<file path="src/rtl/rr_arbiter_onehot.sv">
// ---------------------------------------------------------------------------
// rr_arbiter_onehot
//
// Round-robin arbiter with a registered one-hot grant and a valid/ready
// handshake. A rotating priority pointer moves to the slot just past each
// accepted winner, so every active requester is served in turn. Once a grant
// is registered it is held, unchanged, until downstream accepts it.
//
// Parameters
//   NUM_REQ      number of requesters (2..32)
//
// Ports
//   clk_i        clock, all state changes on the rising edge
//   rst_ni       synchronous active-low reset
//   req_i        request vector, bit i = requester i wants the resource
//   lock_i       (only with RR_ARB_LOCK_EN) keep the current owner on accept
//                while it still requests
//   gnt_ready_i  downstream accepts the current grant this cycle
//   gnt_o        registered one-hot grant, all-zero when not valid
//   gnt_valid_o  grant valid, held stable until accepted
//
// Build option
//   RR_ARB_LOCK_EN  when defined, adds lock_i and the ownership-lock feature.
//                   When undefined, every accept advances the pointer.
// ---------------------------------------------------------------------------
module rr_arbiter_onehot #(
    parameter int NUM_REQ = 8
) (
    input  logic               clk_i,
    input  logic               rst_ni,
    input  logic [NUM_REQ-1:0] req_i,
`ifdef RR_ARB_LOCK_EN
    input  logic               lock_i,
`endif
    input  logic               gnt_ready_i,
    output logic [NUM_REQ-1:0] gnt_o,
    output logic               gnt_valid_o
);

    localparam int PTR_W = (NUM_REQ > 1) ? $clog2(NUM_REQ) : 1;
    localparam logic [PTR_W-1:0] LAST_IDX = PTR_W'(NUM_REQ - 1);

    localparam logic [0:0] ST_IDLE  = 1'b0;
    localparam logic [0:0] ST_GRANT = 1'b1;

    // -----------------------------------------------------------------------
    // State
    // -----------------------------------------------------------------------
    logic [0:0]         state_reg,  state_next;
    logic [PTR_W-1:0]   ptr_reg,    ptr_next;
    logic [PTR_W-1:0]   owner_reg,  owner_next;
    logic [NUM_REQ-1:0] gnt_reg,    gnt_next;
    logic               valid_reg,  valid_next;

    // -----------------------------------------------------------------------
    // Handshake and pointer advance
    // -----------------------------------------------------------------------
    logic             accept;
    logic             keep_owner;
    logic [PTR_W-1:0] adv_ptr;
    logic [PTR_W-1:0] arb_ptr;

    assign accept = (state_reg == ST_GRANT) && gnt_ready_i;

    // Explicit wrap so a non-power-of-two NUM_REQ never leaves the pointer
    // at an index with no requester behind it.
    assign adv_ptr = (owner_reg == LAST_IDX) ? '0 : owner_reg + PTR_W'(1);

`ifdef RR_ARB_LOCK_EN
    assign keep_owner = accept && lock_i && req_i[owner_reg];
`else
    assign keep_owner = 1'b0;
`endif

    // On an accept the new grant is chosen with the already-advanced pointer,
    // which is what gives back-to-back grants without a bubble.
    assign arb_ptr = accept ? adv_ptr : ptr_reg;

    // -----------------------------------------------------------------------
    // Winner selection: first set request at or above arb_ptr, otherwise the
    // first set request from index 0 (the wrap-around half of the scan).
    // -----------------------------------------------------------------------
    logic [NUM_REQ-1:0] upper_mask;
    logic [NUM_REQ-1:0] upper_req;
    logic [NUM_REQ-1:0] pick_req;
    logic               any_req;
    logic [PTR_W-1:0]   win_idx;
    logic [NUM_REQ-1:0] win_onehot;

    generate
        for (genvar gi = 0; gi < NUM_REQ; gi++) begin : g_mask
            assign upper_mask[gi] = (PTR_W'(gi) >= arb_ptr);
        end
    endgenerate

    assign upper_req = req_i & upper_mask;
    assign any_req   = |req_i;
    assign pick_req  = (|upper_req) ? upper_req : req_i;

    // Lowest set bit of pick_req; scanning downward leaves the lowest index.
    always_comb begin
        win_idx = '0;
        for (int i = NUM_REQ - 1; i >= 0; i--) begin
            if (pick_req[i]) begin
                win_idx = PTR_W'(i);
            end
        end
    end

    generate
        for (genvar gi = 0; gi < NUM_REQ; gi++) begin : g_onehot
            assign win_onehot[gi] = any_req && (win_idx == PTR_W'(gi));
        end
    endgenerate

    // -----------------------------------------------------------------------
    // Next-state logic
    // -----------------------------------------------------------------------
    always_comb begin
        state_next = state_reg;
        ptr_next   = ptr_reg;
        owner_next = owner_reg;
        gnt_next   = gnt_reg;
        valid_next = valid_reg;

        case (state_reg)
            ST_IDLE: begin
                if (any_req) begin
                    gnt_next   = win_onehot;
                    valid_next = 1'b1;
                    owner_next = win_idx;
                    state_next = ST_GRANT;
                end else begin
                    gnt_next   = '0;
                    valid_next = 1'b0;
                end
            end

            ST_GRANT: begin
                // Without an accept everything holds: a registered grant is
                // never revoked, even if its requester lets go.
                if (accept && !keep_owner) begin
                    ptr_next = adv_ptr;
                    if (any_req) begin
                        gnt_next   = win_onehot;
                        valid_next = 1'b1;
                        owner_next = win_idx;
                    end else begin
                        gnt_next   = '0;
                        valid_next = 1'b0;
                        state_next = ST_IDLE;
                    end
                end
            end

            default: begin
                state_next = ST_IDLE;
                gnt_next   = '0;
                valid_next = 1'b0;
            end
        endcase
    end

    // -----------------------------------------------------------------------
    // Registers
    // -----------------------------------------------------------------------
    always_ff @(posedge clk_i) begin
        if (!rst_ni) begin
            state_reg <= ST_IDLE;
            ptr_reg   <= '0;
            owner_reg <= '0;
            gnt_reg   <= '0;
            valid_reg <= 1'b0;
        end else begin
            state_reg <= state_next;
            ptr_reg   <= ptr_next;
            owner_reg <= owner_next;
            gnt_reg   <= gnt_next;
            valid_reg <= valid_next;
        end
    end

    assign gnt_o       = gnt_reg;
    assign gnt_valid_o = valid_reg;

endmodule

</file>
<file path="config.mk">
export PLATFORM = sky130hd
export DESIGN_NAME = rr_arbiter_onehot
export DESIGN_NICKNAME = d
export VERILOG_FILES = /design/src/rtl/rr_arbiter_onehot.sv
export SDC_FILE = /design/constraint.sdc
export NUM_CORES = 1
export LEC_CHECK = 0
export ABC_AREA = 1
export CAP_MARGIN = 20
export CORE_UTILIZATION = 50
export DETAILED_ROUTE_END_ITERATION = 8
export PLACE_DENSITY_LB_ADDON = 0.08
export SLEW_MARGIN = 20
export SYNTH_ARGS = -nofsm -noshare
export SYNTH_HDL_FRONTEND = slang
export SYNTH_SLANG_ARGS = --single-unit
</file>
<file path="constraint.sdc">
create_clock -name clk_i -period 2.9 [get_ports clk_i]
set_input_delay 0.58 -clock clk_i [delete_from_list [all_inputs] [get_ports clk_i]]
set_output_delay 0.58 -clock clk_i [all_outputs]
set_load 0.02 [all_outputs]
</file>
======== After elaboration in Yosys (flattened, before gate mapping) ========
Index checks and enable logic that the tools add are counted.
storage, ports and cells
  output and inout port bits .............. 9
  bits in registers ....................... 16
  input bits .............................. 11
  word-level logic and storage cells ...... 59
cells by class
  magnitude comparators ................... 8
  equal/unequal tests ..................... 9
  muxes and demuxes ....................... 22
  reductions and logical operators ........ 12
  $add $sub $neg .......................... 1
  bitwise logic cells ..................... 2
operator list
  kind                                                              count
  2-to-1 mux 3 bit                                                  12
  2-to-1 mux 8 bit                                                  3
  one-hot mux 8 bit (2 select lines)                                1
  OR reduction 8 bit                                                2
  equality test 3 bit, second input constant                        5
  greater-or-equal comparator 3 bit, first input constant           4
  logical AND 1 bit                                                 9
  bitwise AND 8 bit                                                 1
  equality test 3 x 2 -> 1 bit, second input constant               2
  greater-or-equal comparator 1 x 3 -> 1 bit, first input constant  2
  greater-or-equal comparator 2 x 3 -> 1 bit, first input constant  2
  one-hot mux 3 bit (2 select lines)                                1
  one-hot mux 1 bit (2 select lines)                                2
  adder 3 x 1 -> 3 bit, second input constant                       1
  equality test 3 x 1 -> 1 bit, second input constant               1
  zero test 3 bit                                                   1
  2-to-1 mux 1 bit                                                  3
  != test 2 x 1 -> 1 bit, second input constant                     1
  NOT 1 bit                                                         1

======== Longest topological paths before layout ========
  depth after elaboration ................. 20
  mapped depth ............................ 22
  depth with buffers taken out ............ 22

======== Least setup slack after synthesis ========
OpenSTA, ideal clock, no wires.
  path type ............................... register to register
  start ................................... register owner_reg[0]
  end ..................................... register gnt_reg[4] (netlist: gnt_o[4])
  path slack .............................. 0.738 ns
  library setup time ...................... 0.132 ns
  buffers on the path ..................... 0
  period minus slack after synthesis ...... 2.162 ns
  required time ........................... 2.768 ns
  stages on the path, launching flop included .. 18
  data arrival time ....................... 2.029 ns
  cells stage by stage .................... dfxtp_1 > ha_1 > ha_1 > inv_1 > o21ai_4 > nand3_1 > nand2_1 > nand2_1 > nor2_4 > nand2_4 > o21ai_1 > nand2_1 > nand2_1 > nand2_2 > nand2_2 > nand2_1 > nand3_1 > a21oi_1
on the way
  longest elaborated chain between the ends .. 20
  elaborated cells between the ends (all ways) .. 28
  those cells by class .................... 1 x add/sub; 8 x order compare; 2 x eq/ne; 14 x mux; 1 x bitwise; 2 x reduce/logical
ends and longest elaborated chain
  element                                                                   RTL line  source
  from (decl)                                                               51        logic [PTR_W-1:0] owner_reg, owner_next;
  from (signal assigned)                                                    177       owner_reg <= owner_next;
  adder 3 x 1 -> 3 bit or equality test 3 bit (tied branches)               67        assign adv_ptr = (owner_reg == LAST_IDX) ? '0 : owner_reg + PTR_W'(1);
  2-to-1 mux 3 bit *                                                        67
  2-to-1 mux 3 bit *                                                        n/a
  greater-or-equal comparator 1 x 3 -> 1 bit, or another cell as far along  92        assign upper_mask[gi] = (PTR_W'(gi) >= arb_ptr);
  bitwise AND 8 bit *                                                       96        assign upper_req = req_i & upper_mask;
  OR reduction 8 bit                                                        98        assign pick_req = (|upper_req) ? upper_req : req_i;
  2-to-1 mux 8 bit *                                                        98
  2-to-1 mux 3 bit (7 in series)                                            104       if (pick_req[i]) begin
  2-to-1 mux 3 bit *                                                        104
  equality test 3 bit *                                                     112       assign win_onehot[gi] = any_req && (win_idx == PTR_W'(gi));
  logical AND 1 bit *                                                       112
  2-to-1 mux 8 bit *                                                        128, 144
  2-to-1 mux 8 bit                                                          142       if (accept && !keep_owner) begin
  one-hot mux 8 bit (2 select lines) *                                      126       case (state_reg)
  to (signal assigned)                                                      178       gnt_reg <= gnt_next;
  to (decl)                                                                 52        logic [NUM_REQ-1:0] gnt_reg, gnt_next;
Mark *: on every way between the ends. The rest lies on a longest branch, timed or not. The select of a mux whose other input is x is not followed.
A chain may end at the register's enable or synchronous reset.

======== Final worst setup path ========
  start ................................... input port gnt_ready_i
  end ..................................... register gnt_reg[5] (netlist: gnt_o[5])
on the way
  longest elaborated chain between the ends .. 19
  elaborated cells between the ends (all ways) .. 27
  those cells by class .................... 8 x order compare; 2 x eq/ne; 13 x mux; 1 x bitwise; 3 x reduce/logical
ends and longest elaborated chain
  element                                                                   RTL line  source
  from (decl)                                                               35        input logic gnt_ready_i,
  logical AND 1 bit *                                                       63        assign accept = (state_reg == ST_GRANT) && gnt_ready_i;
  2-to-1 mux 3 bit                                                          n/a
  greater-or-equal comparator 1 x 3 -> 1 bit, or another cell as far along  92
  bitwise AND 8 bit                                                         96
  OR reduction 8 bit                                                        98
  2-to-1 mux 8 bit                                                          98
  2-to-1 mux 3 bit (8 in series)                                            104
  equality test 3 bit                                                       112
  logical AND 1 bit                                                         112
  2-to-1 mux 8 bit                                                          128, 144
  2-to-1 mux 8 bit                                                          142
  one-hot mux 8 bit (2 select lines)                                        126
Marked as above.

==> report_table.html <==
<table>
<tr><th>Metric</th><th>Value</th></tr>
<tr><th colspan="2">Power</th></tr>
<tr><td>Power after layout</td><td>555 µW</td></tr>
<tr><td>Power density normalized to cell area</td><td>roughly 450 nW/µm²</td></tr>
<tr><td>Static leakage</td><td>0.000585 µW</td></tr>
<tr><td>Worst vdd rail ir drop</td><td>roughly 0.37 mV</td></tr>
<tr><th colspan="2">Clock tree</th></tr>
<tr><td>Deepest clock path buffer count</td><td>2</td></tr>
<tr><td>Count of clock tree sinks</td><td>16</td></tr>
<tr><td>Clock tree root buffer cell</td><td>clkbuf_4</td></tr>
<tr><td>Clock tree from TritonCTS</td><td>done</td></tr>
<tr><td>Number of buffers inserted by post-CTS setup repair</td><td>0</td></tr>
<tr><td>Number of hold buffers added after cts</td><td>0</td></tr>
<tr><td>Total clock buffers created by CTS</td><td>3</td></tr>
<tr><td>PostCTS Resize Cnt</td><td>0</td></tr>
<tr><td>Number of H-tree branching levels</td><td>1</td></tr>
<tr><td>Clock latency reported for the late side of the worst-skew pair</td><td>just under 0.3 ns</td></tr>
<tr><td>Clock Pin Slew Worst Setup and Hold Paths</td><td>roughly 0.090 ns</td></tr>
<tr><th colspan="2">STA</th></tr>
<tr><td>Count of endpoints failing setup in the final report</td><td>0</td></tr>
<tr><td>Normalized max-slew margin</td><td>0.747</td></tr>
<tr><td>Hold violation total from the final report</td><td>0</td></tr>
<tr><td>Post-route clock period utilization</td><td>0.875</td></tr>
<tr><td>Clock period minus worst slack</td><td>around 2.5 ns</td></tr>
<tr><td>Slew at the pin closest to its max-slew limit</td><td>between 0.3 and 0.4 ns</td></tr>
<tr><td>Final setup TNS</td><td>0 ns</td></tr>
<tr><td>Setup repair after global routing missed its margin</td><td>no</td></tr>
<tr><td>Max Fclk</td><td>a little under 400 MHz</td></tr>
<tr><td>Fin Clk Skew</td><td>roughly 0.0056 ns</td></tr>
<tr><td>Final max-slew violation count</td><td>0</td></tr>
<tr><th colspan="2">Synthesis</th></tr>
<tr><td>Synthesized area</td><td>982 µm²</td></tr>
<tr><td>Sequential cell area fraction in the yosys report</td><td>0.326</td></tr>
<tr><td>Number of unique standard cell types used by synthesis</td><td>23</td></tr>
<tr><td>Number of synthesized register bits</td><td>16</td></tr>
<tr><td>Xor and xnor area share after synthesis</td><td>0</td></tr>
<tr><td>Synth Instances</td><td>between 100 and 150</td></tr>
<tr><td>Total nets after synthesis</td><td>roughly 160</td></tr>
<tr><td>Complex-gate fraction of the synthesized area</td><td>0.153</td></tr>
<tr><td>Synth area leader</td><td>dfxtp_1</td></tr>
<tr><td>EDFF count, synth</td><td>0</td></tr>
<tr><td>Flip-flop cell with the highest count after synthesis</td><td>dfxtp_1</td></tr>
<tr><td>Multiplexer share of the synthesized area</td><td>0</td></tr>
<tr><td>Main combinational cell family by area after synthesis</td><td>simple AND/OR/NAND/NOR gates</td></tr>
<tr><td>Leading post-synthesis cells by instance count</td><td>nand2_1 (41), inv_1 (21), dfxtp_1 (16)</td></tr>
<tr><td>Share of the synthesized area in the top cell type</td><td>0.326</td></tr>
<tr><td>Total number of yosys warnings</td><td>0</td></tr>
<tr><td>Most frequently used cell type in the post-synthesis netlist</td><td>nand2_1</td></tr>
<tr><td>Biggest area contributors in the synthesized netlist</td><td>dfxtp_1 (33%), nand2_1 (16%), inv_1 (8.0%)</td></tr>
<tr><td>Ys async rst share</td><td>0</td></tr>
<tr><td>Synth Area in Simple Gates</td><td>0.400</td></tr>
<tr><td>Post-Synth Adder-Cell Area</td><td>0.0255</td></tr>
<tr><td>Average instance area after synthesis</td><td>around 6.6 µm²</td></tr>
<tr><th colspan="2">Route</th></tr>
<tr><td>Via count</td><td>983</td></tr>
<tr><td>Routed wire length</td><td>2090 µm</td></tr>
<tr><td>Drt wl/cell</td><td>between 10 and 15 µm</td></tr>
<tr><td>Drt pass-1 iters</td><td>4</td></tr>
<tr><td>Number of design-rule violations left by the first detailed-router iteration</td><td>29</td></tr>
<tr><td>DRC Markers</td><td>0</td></tr>
<tr><td>Post-detailed-route count of antenna-violating nets</td><td>0</td></tr>
<tr><td>Number of vias per cell</td><td>between 5 and 6</td></tr>
<tr><th colspan="2">Place</th></tr>
<tr><td>Number of buffers added on ports</td><td>19</td></tr>
<tr><td>Routability congestion estimate</td><td>between 0.8 and 0.9</td></tr>
<tr><td>Detailed placer's ending HPWL</td><td>approximately 1700 µm</td></tr>
<tr><th colspan="2">Floorplan</th></tr>
<tr><td>Initial Utilization</td><td>0.551</td></tr>
<tr><td>Core region area</td><td>1780 µm²</td></tr>
<tr><td>Full die area</td><td>between 2000 and 2500 µm²</td></tr>
<tr><td>Overall die height</td><td>~46 µm</td></tr>
<tr><td>I/O pin count</td><td>20</td></tr>
<tr><td>Die span in x</td><td>around 46 µm</td></tr>
<tr><td>Number of core rows</td><td>15</td></tr>
<tr><th colspan="2">Setup path</th></tr>
<tr><td>Data arrival time of the critical path</td><td>~2.8 ns</td></tr>
<tr><td>Endpoint required time on the critical path</td><td>3.12 ns</td></tr>
<tr><td>Crit. End Element</td><td>register</td></tr>
<tr><td>Critical Path Start Type</td><td>input pin</td></tr>
<tr><td>Highest fanout seen on the critical path</td><td>8</td></tr>
<tr><td>Setup Crit Path Kind</td><td>input pin to register</td></tr>
<tr><th colspan="2">Final layout</th></tr>
<tr><td>Fraction of final layout cells with drive strength greater than 1</td><td>0.158</td></tr>
<tr><td>Number of nets in the final layout</td><td>between 150 and 200</td></tr>
<tr><td>ANT cells</td><td>0</td></tr>
<tr><td>Total of fill cells in the finished design</td><td>160</td></tr>
<tr><td>Flip-flop count of the largest register after layout</td><td>8</td></tr>
<tr><td>Area added between synthesis and finish</td><td>26.6%</td></tr>
<tr><th colspan="2">Global routing</th></tr>
<tr><td>Vias in the first global route</td><td>~850</td></tr>
<tr><td>First-pass GRT wire length</td><td>3410 µm</td></tr>
<tr><td>Global-route congestion overflow total</td><td>0</td></tr>
<tr><td>Largest net degree at the start of global routing</td><td>13</td></tr>
<tr><td>GRT Overall Usage</td><td>0.221</td></tr>
<tr><td>Initial antenna violation count</td><td>0</td></tr>
<tr><th colspan="2">Worst hold path</th></tr>
<tr><td>Class of the most critical hold timing path</td><td>register to register</td></tr>
<tr><th colspan="2">Status</th></tr>
<tr><td>Outcome</td><td>complete, no violations</td></tr>
<tr><th colspan="2">Flow run</th></tr>
<tr><td>Count of max-cap constraint violations</td><td>0</td></tr>
</table>
[power breakdown]
group / switching (µW) / internal (µW)
clock network: 69.8 / 76.4
registers: 7.97 / 234
logic: 102 / 64.3
total: 180 / 375
[cell type report]
type                            count  area [µm²]  share of cell area
Multi-Input combinational cell    107         568               0.457
Timing Repair Buffer               20         198               0.159
Inverter                           24        90.1              0.0724
Sequential cell                    16         320               0.258
Tap cell                           25        31.3              0.0252
Clock buffer                        4        36.3              0.0292
[worst max-delay path: stages]
cell             delay [ns]
clkdlybuf4s50_1        0.51
nand2_2                0.15
nand2_1                0.14
o21ai_4                0.09
nor2_1                 0.14
nand2_2                0.12
nand2_2                0.10
nor2_4                 0.06
nand2_4                0.11
o21ai_2                0.08
nor2_1                 0.18
nand2_1                0.09
nor2_2                 0.17
nand4_1                0.12
a21oi_1                0.13
[cell families after synthesis]
logic type | Yosys count
buffers and inverters | 25
adders and majority gates | 2
AOI/OAI and AO/OA | 22
and+or+nand+nor | 83
DFF | 16
[worst paths after layout]
check,startpoint,end,slack [ns],depth (start not counted)
worst min-delay path,gnt_o[3],gnt_o[3],0.47,2
worst max register to register,owner_reg[0],gnt_o[2],0.45,16
worst max-delay path,gnt_ready_i,gnt_o[5],0.36,15
worst min register to register,gnt_o[3],gnt_o[3],0.47,2
[layout by cell type, fill, tap and decap left out]
master,netlist,layout
nand2_1,41,41
inv_1,21,21
clkdlybuf4s50_1,0,19
dfxtp_1,16,16
nor2_1,13,13
nand3_1,11,11
a21oi_1,11,11
nand2_2,6,6
inv_2,3,3
o21ai_2,3,3
nand4_1,3,3
o21ai_0,3,3
clkbuf_4,0,3
o21ai_4,2,2
nor2_4,2,2
nand3_2,2,2
nor2_2,2,2
ha_1,2,2
nand2_4,1,1
o21ai_1,1,1
nor3_1,1,1
nand3b_1,1,1
a21oi_2,1,1
o21a_1,1,1
clkbuf_8,0,1
buf_4,0,1
[metal layers]
metal	part of all wire	vias to the layer above	wire [µm]	GRT usage
li1	-	513	-	-
met5	0	-	0	0
met1	0.48	437	993	0.285
met4	0.018	0	38	0.0941
met2	0.45	27	945	0.356
met3	0.055	6	114	0.0392
[metrics by stage]
| step | utilization | worst slack, ns | cells | hold slack, ns | instance area, µm² |
|---|---|---|---|---|---|
| detailed placement | 0.677 | 0.0868 | 192 | 0.454 | 1210 |
| finish | 0.698 | 0.364 | 196 | 0.471 | 1240 |
| floorplan | - | 0.738 | 148 | 0.501 | 982 |
| global route | 0.698 | 0.158 | 196 | 0.491 | 1240 |
| global placement | 0.677 | 0.174 | 192 | 0.452 | 1210 |
| CTS | 0.698 | 0.371 | 196 | 0.474 | 1240 |
(Power assumes the default switching activity.)
